[src/rtl/uart_tx.sv]
// 8N1/8E1/8O1 UART transmitter, one bit per CLK period, registered TX_OUT.
// Optional one-entry hold buffer for back-to-back frames: define UART_TX_HOLD_BUF_EN.
module uart_tx (
  input  logic       CLK,
  input  logic       RST,
  input  logic [7:0] P_DATA,
  input  logic       Data_Valid,
  input  logic       PAR_EN,
  input  logic       PAR_TYP,
  output logic       TX_OUT,
  output logic       busy,
  output logic       ready
);

  typedef enum logic [2:0] {
    IDLE   = 3'd0,
    START  = 3'd1,
    DATA   = 3'd2,
    PARITY = 3'd3,
    STOP   = 3'd4
  } state_t;

  state_t     state;
  logic [7:0] data_q;
  logic       par_en_q;
  logic       par_bit_q;
  logic [2:0] bit_cnt;

  logic       accept;
  logic       in_par_bit;
  logic       start_frame;
  logic [7:0] src_data;
  logic       src_par_en;
  logic       src_par_bit;

  assign in_par_bit = (^P_DATA) ^ PAR_TYP;
  assign accept     = Data_Valid & ready;

`ifdef UART_TX_HOLD_BUF_EN
  logic [7:0] hold_data;
  logic       hold_par_en;
  logic       hold_par_bit;
  logic       hold_full;
  logic       load_new;
  logic       load_hold;
  logic       fill_hold;

  assign ready = ~hold_full;

  // A new request goes straight to the shifter when the line is free (IDLE,
  // or STOP with nothing queued); otherwise it is parked in the buffer.
  assign load_hold   = (state == STOP) && hold_full;
  assign load_new    = accept && ((state == IDLE) || ((state == STOP) && !hold_full));
  assign fill_hold   = accept && !load_new;
  assign start_frame = load_new | load_hold;
  assign src_data    = load_hold ? hold_data    : P_DATA;
  assign src_par_en  = load_hold ? hold_par_en  : PAR_EN;
  assign src_par_bit = load_hold ? hold_par_bit : in_par_bit;

  // NOTE: the buffer payload is reset as well, so a cleared buffer never
  // carries stale data even though hold_full alone would gate its use.
  always_ff @(posedge CLK or negedge RST) begin
    if (!RST) begin
      hold_full    <= 1'b0;
      hold_data    <= '0;
      hold_par_en  <= 1'b0;
      hold_par_bit <= 1'b0;
    end else begin
      if (load_hold) begin
        hold_full <= fill_hold;
      end else if (fill_hold) begin
        hold_full <= 1'b1;
      end
      if (fill_hold) begin
        hold_data    <= P_DATA;
        hold_par_en  <= PAR_EN;
        hold_par_bit <= in_par_bit;
      end
    end
  end
`else
  assign ready       = ~busy;
  assign start_frame = accept;
  assign src_data    = P_DATA;
  assign src_par_en  = PAR_EN;
  assign src_par_bit = in_par_bit;
`endif

  // NOTE: all state and outputs update with non-blocking assignments so every
  // branch reads the pre-edge values of state, bit_cnt and data_q.
  always_ff @(posedge CLK or negedge RST) begin
    if (!RST) begin
      state     <= IDLE;
      TX_OUT    <= 1'b1;
      busy      <= 1'b0;
      data_q    <= '0;
      par_en_q  <= 1'b0;
      par_bit_q <= 1'b0;
      bit_cnt   <= '0;
    end else begin
      case (state)
        IDLE, STOP: begin
          if (start_frame) begin
            state     <= START;
            TX_OUT    <= 1'b0;
            busy      <= 1'b1;
            data_q    <= src_data;
            par_en_q  <= src_par_en;
            par_bit_q <= src_par_bit;
          end else begin
            state  <= IDLE;
            TX_OUT <= 1'b1;
            busy   <= 1'b0;
          end
        end
        START: begin
          state   <= DATA;
          TX_OUT  <= data_q[0];
          bit_cnt <= '0;
        end
        DATA: begin
          if (bit_cnt == 3'd7) begin
            bit_cnt <= '0;
            state   <= par_en_q ? PARITY : STOP;
            TX_OUT  <= par_en_q ? par_bit_q : 1'b1;
          end else begin
            bit_cnt <= bit_cnt + 3'd1;
            TX_OUT  <= data_q[bit_cnt + 3'd1];
          end
        end
        PARITY: begin
          state  <= STOP;
          TX_OUT <= 1'b1;
        end
        default: begin
          state   <= IDLE;
          TX_OUT  <= 1'b1;
          busy    <= 1'b0;
          bit_cnt <= '0;
        end
      endcase
    end
  end

endmodule

[config.mk]
export PLATFORM = sky130hd
export DESIGN_NAME = uart_tx
export DESIGN_NICKNAME = d
export VERILOG_FILES = /design/src/rtl/uart_tx.sv
export SDC_FILE = /design/constraint.sdc
export NUM_CORES = 1
export LEC_CHECK = 0
export CORE_AREA = 2 2 47 45
export DETAILED_ROUTE_END_ITERATION = 8
export DIE_AREA = 0 0 49 47
export GPL_ROUTABILITY_DRIVEN = 0
export PLACE_DENSITY_LB_ADDON = 0.3
export SLEW_MARGIN = 20
export SYNTH_ARGS = -nofsm -noshare
export SYNTH_HDL_FRONTEND = slang
export SYNTH_SLANG_ARGS = --single-unit
[constraint.sdc]
create_clock -name CLK -period 3.25 [get_ports CLK]
set_input_delay 0.65 -clock CLK [delete_from_list [all_inputs] [get_ports CLK]]
set_output_delay 0.65 -clock CLK [all_outputs]
set_load 0.03 [all_outputs]
==> impl_results.md, run 1 <==
* Post-Syn Instances at 76
* Cells on Worst Hold Path at 1
* Net Count, Synth at 91
* Slew HR at 47.6%
* CP max stage delay at 0.66 ns
* DRT antenna net count at 0
* Achievable Freq at 472 MHz
* Final setup vio count at 0
* Cells on worst reg2reg path at 6
* Initial antenna violation count at 0
* Total Power at 0.000986 W
* Reg clk slew, reported paths at 0.10 ns
* Critical path cell sequence: clkdlybuf4s50_1
* Worst setup EP type: output pin
* Synth warn at 0
* Fin nets at 108
* Via count at 605
* Placed insts at 113
* CP Class: flop to output pin
* Hold-fix buffers, CTS at 0
* Top Ports at 16
* Top-count cell post-synth: dfrtp_1
* Grt ovf at 0
* Clk Latency, worst-skew pair at 0.29 ns
* WL final at 1580 um
* Mapped Avg Cell Area at 12.5 um2
* Slack of the worst reg-to-reg path at 1.45 ns
* Outcome: complete, no violations
* Beginning of the worst hold path: state[2]$_DFFE_PN0P_
* CTS tree: done
* Slew @ Worst Pin at 0.783 ns
* Worst hold endpoint: state[1]$_DFFE_PN0P_
* Maximum capacitance violations at 0
* Unrepaired setup endpoints after global routing: false
* DRC viols at 0
* Row count at 15
* Setup TNS at 0 ns
* First-pass GRT wire length at 2900 um
* Postcts setup bufs at 0
* Share of layout cells above drive strength 1 at 17.4%
* Total die area at 0.00230 mm2
* R2r startpoint: bit_cnt[0]$_DFFE_PN0N_
* Initial DRC count at 10
* Post-synth ARST share at 100%
* Share of the synthesized area in the top cell type at 44.9%
* Post-layout util at 61.9%
* Maximum vdd drop at 0.517 mV
* Fillers at 155
* Register area at 452 um2
* Area grow syn2layout at 18.7%
* Via/cell ratio at 5.17
* Pwr dens at 876 mW/mm2
* Area contributors post-synth: dfrtp_1 45%, mux2_4 11%, mux4_2 4.7%, xnor2_1 4.6%, dfstp_2 2.8%
* Clk buf depth at 2
* Worst Path Max Fanout at 1
* Seq/Total Area, Yosys at 47.6%
* Worst path bufs/invs at 1
* Worst Path Required at 2.60 ns
* Final non-filler cell total at 117
* Area leader, netlist: dfrtp_1
* Multi-input gate area at 455 um2
* Worst EP arrival at 1.47 ns
* Worst reg2reg path endpoint: TX_OUT$_DFF_PN1_
* Netlist cell types at 29
* Initial Util at 52.1%
* Antenna cells at 0
* CP max stage cell: clkdlybuf4s50_1
* Post-synth EDFFs at 0
* CTS resizes at 0
* Routed wire length per instance at 13.5 um
* Tightest Hold Check Type: flop to flop
* Hold Fails Final Rpt at 0
* Crit-path leading delay family: buffers and inverters
* Pin count of the biggest net entering global routing at 19
* Synth cell count leaders: 17 x dfrtp_1, 7 x mux2_4, 5 x nand2_1, 5 x xnor2_1, 4 x a21oi_1
* Num CTS Buffers at 3
* HPWL after detailed placement at 1240 um
* Final min period at 2.12 ns
* Primary FF master, synth: dfrtp_1
* CTS sink cnt at 18
* H-tree levels at 1
* Core ar. at 0.00182 mm2
* Cell area after synthesis at 948 um2
* Drt pass-1 iters at 4
* Port Buffers at 15
* Total track usage at 17.2%
* Clock skew at 0.00263 ns
* Crit start category: flop
* Flops & latches, synth at 18
* CTS Root Cell: clkbuf_4
* Die height at 47 um
* Final period util at 65.2%
* Die width at 49 um
* Vias in the first global route at 608
* Slew Viols, Final at 0
* Lkg Pwr at 0.486 nW
kinds of logic after synthesis:
| logic type | count (synthesis) | synth area share (%) |
|---|---|---|
| AND/OR/NAND/NOR | 17 | 8.84 |
| XOR/XNOR | 7 | 7.92 |
| AO/OA/AOI/OAI | 15 | 10.4 |
| flip-flops | 18 | 47.6 |
| adder cells (fa/ha/maj) | 2 | 2.64 |
| multiplexers | 11 | 18.2 |
| buffers and inverters | 6 | 4.35 |
how the worst max path moves through the flow:
stage / slack, ns / startpoint / cells after the start / to
final: 1.13 / TX_OUT$_DFF_PN1_ / 1 / TX_OUT
after global routing: 1.08 / busy$_DFFE_PN0N_ / 2 / ready
after detailed placement: 1.01 / P_DATA[2] / 5 / par_bit_q$_DFFE_PN0P_
after floorplan: 1.57 / P_DATA[2] / 4 / par_bit_q$_DFFE_PN0P_
after CTS: 1.12 / TX_OUT$_DFF_PN1_ / 1 / TX_OUT
after global placement: 1.03 / Data_Valid / 3 / data_q[5]$_DFFE_PN0P_
layout by cell type (no fill, tap or decap):
cell type / count
mux2_4: 7
xor2_1: 1
and2_1: 1
nand2b_1: 3
mux4_2: 2
nor2_1: 3
clkbuf_4: 3
o2bb2ai_1: 2
ha_1: 2
o32ai_1: 1
nor2_2: 1
nor2b_1: 1
o21bai_1: 1
a31oi_1: 1
dfstp_2: 1
xnor2_1: 5
dfrtp_1: 17
a21oi_1: 4
a22oi_1: 1
clkdlybuf4s50_1: 15
mux2_2: 2
clkbuf_1: 1
nor3_1: 2
inv_1: 3
and3_1: 1
nand2_1: 5
xnor3_1: 1
o21ai_0: 3
o211ai_1: 1
o311ai_1: 1
area by class of cell:
type	count	share of cell area, %
Multi-Input combinational cell	52	40.4
Sequential cell	18	40.1
Timing Repair Buffer	15	13.3
Tap cell	25	2.78
Clock buffer	4	2.33
Inverter	3	1.00
power breakdown:
part	switching (W)	internal [W]
registers	0.0000840	0.000332
clock network	0.0000670	0.0000477
logic	0.000198	0.000258
total	0.000349	0.000637
per-layer routing:
metal  track usage, %  wire (um)  vias up
met2             29.6        745       11
met4             5.14         12        0
met1             21.9        768      288
met5                0          0        -
li1                 -          -      304
met3             5.10         53        2
through the flow:
| step | hold WS (ns) | area (um2) | worst slack, ns |
|---|---|---|---|
| floorplan | 0.354 | 948 | 1.57 |
| global placement | 0.473 | 1100 | 1.03 |
| detailed placement | 0.481 | 1100 | 1.01 |
| CTS | 0.501 | 1130 | 1.12 |
| global route | 0.537 | 1130 | 1.08 |
| finish | 0.500 | 1130 | 1.13 |
state kept, by name (all words and copies together) (netlist names):
signal,cells
par_bit_q,1
par_en_q,1
data_q,8
state,3
busy,1
TX_OUT,1
bit_cnt,3
(Power assumes the default switching activity.)
==> run 2: changes to the inputs <==
--- a/config.mk
+++ b/config.mk
@@ -5,9 +5,9 @@
 export SDC_FILE = /design/constraint.sdc
 export NUM_CORES = 1
 export LEC_CHECK = 0
-export CORE_AREA = 2 2 47 45
+export CORE_AREA = 2 2 51 49
 export DETAILED_ROUTE_END_ITERATION = 8
-export DIE_AREA = 0 0 49 47
+export DIE_AREA = 0 0 53 51
 export GPL_ROUTABILITY_DRIVEN = 0
 export PLACE_DENSITY_LB_ADDON = 0.3
 export SLEW_MARGIN = 20
==> constraint.sdc (replaced) <==
create_clock -name CLK -period 1.9 [get_ports CLK]
set_input_delay 0.38 -clock CLK [delete_from_list [all_inputs] [get_ports CLK]]
set_output_delay 0.38 -clock CLK [all_outputs]
set_load 0.03 [all_outputs]
==> run 2 against run 1 <==
  * Flip-flop and latch count is the same
  * Sequential power up 68%
  * Clock skew increased by 0.0026 ns
  * Design area is 4.8% higher
  * Combinational power rose by 86%
  * Wire length grew 13%
  * Die area increased by 17%
  * Core utilization is 9.0 points lower
  * Largest power group unchanged
  * Critical path type is now flop to flop
  * Total power rose by 81%
  * First-iteration DRC count down 30%
==> impl_results.md, run 2 (synthesized netlist as in run 1, its figures left out) <==
* Hold-fix buffers, CTS at 0 (unchanged)
* Top cell by count, worst path: ha_1
* Crit-path leading delay family: adder cells
* Register with the most flip-flops: data_q
* First-pass GRT wire length at 2910 um (+0.24%)
* Slew Viols, Final at 0 (unchanged)
* Vias in the first global route at 635 (+4.4%)
* Clock power share at 13.4% (+1.8 points)
* Tightest Hold Check Type: input pin to asynchronous set/reset pin
* Cells on worst reg2reg path at 6 (unchanged)
* Via/cell ratio at 5.18 (+0.15%)
* WL final at 1780 um (+13%)
* CTS resizes at 0 (unchanged)
* Sequential share of power at 39.1% (-3.1 points)
* Initial Util at 42.5% (-9.6 points)
* Total die area at 0.00270 mm2 (+17%)
* Worst Path Required at 2.11 ns (-0.49 ns)
* Drt pass-1 iters at 4 (unchanged)
* Met1 WL at 761 um (-0.91%)
* Most frequent cells in the layout: 17 x dfrtp_1, 13 x clkdlybuf4s50_1, 7 x mux2_4
* Final min period at 1.73 ns
* Initial DRC count at 7 (-3)
* Worst path bufs/invs at 0 (-1)
* Commonest non-fill, non-tap cell in the layout: dfrtp_1
* Hold Fails Final Rpt at 0 (unchanged)
* Pwr dens at 1510 mW/mm2 (+73%)
* Leading registers by flop count: data_q (8), bit_cnt (3), state (3)
* CTS Root Cell: clkbuf_4
* Slew HR at 67.6% (+20 points)
* DRC viols at 0 (unchanged)
* Crit start category: flop
* Max reg flops at 8 (unchanged)
* Num CTS Buffers at 3 (unchanged)
* CTS sink cnt at 18 (unchanged)
* Worst EP arrival at 1.94 ns (+0.47 ns)
* Metal2 WL at 928 um (+25%)
* Slew @ Worst Pin at 0.485 ns (-0.298 ns)
* Core ar. at 0.00223 mm2 (+23%)
* Row count at 17 (+2)
* Clk buf depth at 2 (unchanged)
* DRT antenna net count at 0 (unchanged)
* CP max stage cell: dfrtp_1
* Maximum vdd drop at 0.901 mV (+74%)
* Setup TNS at 0 ns (unchanged)
* Die width at 53 um (+8.2%)
* Top Ports at 16 (unchanged)
* Total Power at 0.00178 W (+81%)
* Fillers at 211 (+36%)
* HPWL after detailed placement at 1330 um (+7.6%)
* Lkg Pwr at 0.522 nW (+7.5%)
* Switching pwr at 0.000622 W (+78%)
* CP Class: flop to flop
* H-tree levels at 1 (unchanged)
* Worst Path Max Fanout at 3 (+2)
* CP max stage delay at 0.40 ns (-0.26 ns)
* Final worst setup slack at 0.175 ns (-0.956 ns)
* Routed wire length per instance at 14.4 um (+7.1%)
* Critical path cell sequence: ha_1 > ha_1 > mux4_2 > nand2b_1 > o211ai_1 > o311ai_1
* Pin count of the biggest net entering global routing at 14 (-5)
* Maximum capacitance violations at 0 (unchanged)
* Clk Latency, worst-skew pair at 0.29 ns (about the same)
* Grt ovf at 0 (unchanged)
* Final period util at 90.8%
* Share of layout cells above drive strength 1 at 21.1% (+3.7 points)
* Antenna cells at 0 (unchanged)
* DP Worst Slack at -0.0624 ns (-1.08 ns)
* Initial antenna violation count at 0 (unchanged)
* Pint at 0.00116 W (+82%)
* Worst setup EP type: flop
* Die height at 51 um (+8.5%)
* CTS tree: done
* Unrepaired setup endpoints after global routing: false
* Final setup vio count at 0 (unchanged)
* Combinational power share at 47.5% (+1.3 points)
* WL met3 at 74 um (+40%)
* Achievable Freq at 580 MHz
* Critical path depth in cells at 6 (+5)
* Fin nets at 111 (+2.8%)
* Reg clk slew, reported paths at 0.11 ns (about the same)
* Area grow syn2layout at 24.4%
* Total track usage at 15.4% (-1.8 points)
* Clock skew at 0.00522 ns (+0.00259 ns)
* Via count at 637 (+5.3%)
* Top Metal Used: met4
* Postcts setup bufs at 0 (unchanged)
* Outcome: complete, no violations
* Port Buffers at 15 (unchanged)
* Sw Ratio at 34.9% (-0.52 points)
## run 2: cell count changes in the layout (fill, tap and decap cells not counted)
cell / before / now
buf_4: 0 / 2
clkdlybuf4s50_1: 15 / 13
clkbuf_8: 0 / 1
clkbuf_1: 1 / 0
buf_12: 0 / 1
dlymetal6s2s_1: 0 / 2
## run 2: worst paths after layout
path / to / from / slack (ns)
setup / recovery: TX_OUT$_DFF_PN1_ / bit_cnt[0]$_DFFE_PN0N_ / 0.17
max in group asynchronous: data_q[4]$_DFFE_PN0P_ / RST / 0.99
hold / removal: state[2]$_DFFE_PN0P_ / RST / 0.40
hold reg to reg: state[1]$_DFFE_PN0P_ / state[2]$_DFFE_PN0P_ / 0.50
setup reg to reg: TX_OUT$_DFF_PN1_ / bit_cnt[0]$_DFFE_PN0N_ / 0.17
min in group CLK: state[1]$_DFFE_PN0P_ / state[2]$_DFFE_PN0P_ / 0.50
## run 2: stage by stage
stage | util [%] | instance area [um2] | std cells | hold WS, ns
2_1_floorplan | - | 948 | 76 | 0.0844
3_3_place_gp | 51.0 | 1140 | 119 | 0.486
3_5_place_dp | 51.0 | 1140 | 119 | 0.487
4_1_cts | 52.6 | 1170 | 123 | 0.422
5_1_grt | 52.8 | 1180 | 123 | 0.427
6_report | 52.8 | 1180 | 123 | 0.400
## run 2: power groups by stage
stage	Clock (W)	Combinational (W)	Sequential, W
after floorplan	0	0.000627	0.000702
after global placement	0	0.000829	0.000705
after detailed placement	0	0.000848	0.000708
after CTS	0.000245	0.000858	0.000702
after global routing	0.000270	0.000916	0.000723
final	0.000239	0.000847	0.000698
## run 2: final cells by class
class / count / area (um2) / share of cell area [%]
Inverter: 3 / 11.3 / 0.954
Sequential cell: 18 / 452 / 38.3
Tap cell: 28 / 35.0 / 2.97
Clock buffer: 4 / 36.3 / 3.08
Multi-Input combinational cell: 52 / 455 / 38.6
Timing Repair Buffer: 18 / 190 / 16.1
## run 2: per-layer routing
metal  track usage, %  vias up
met5                0        -
met4             3.85        0
met3             5.26        2
met2             27.3       13
met1             17.6      314
li1                 -      308
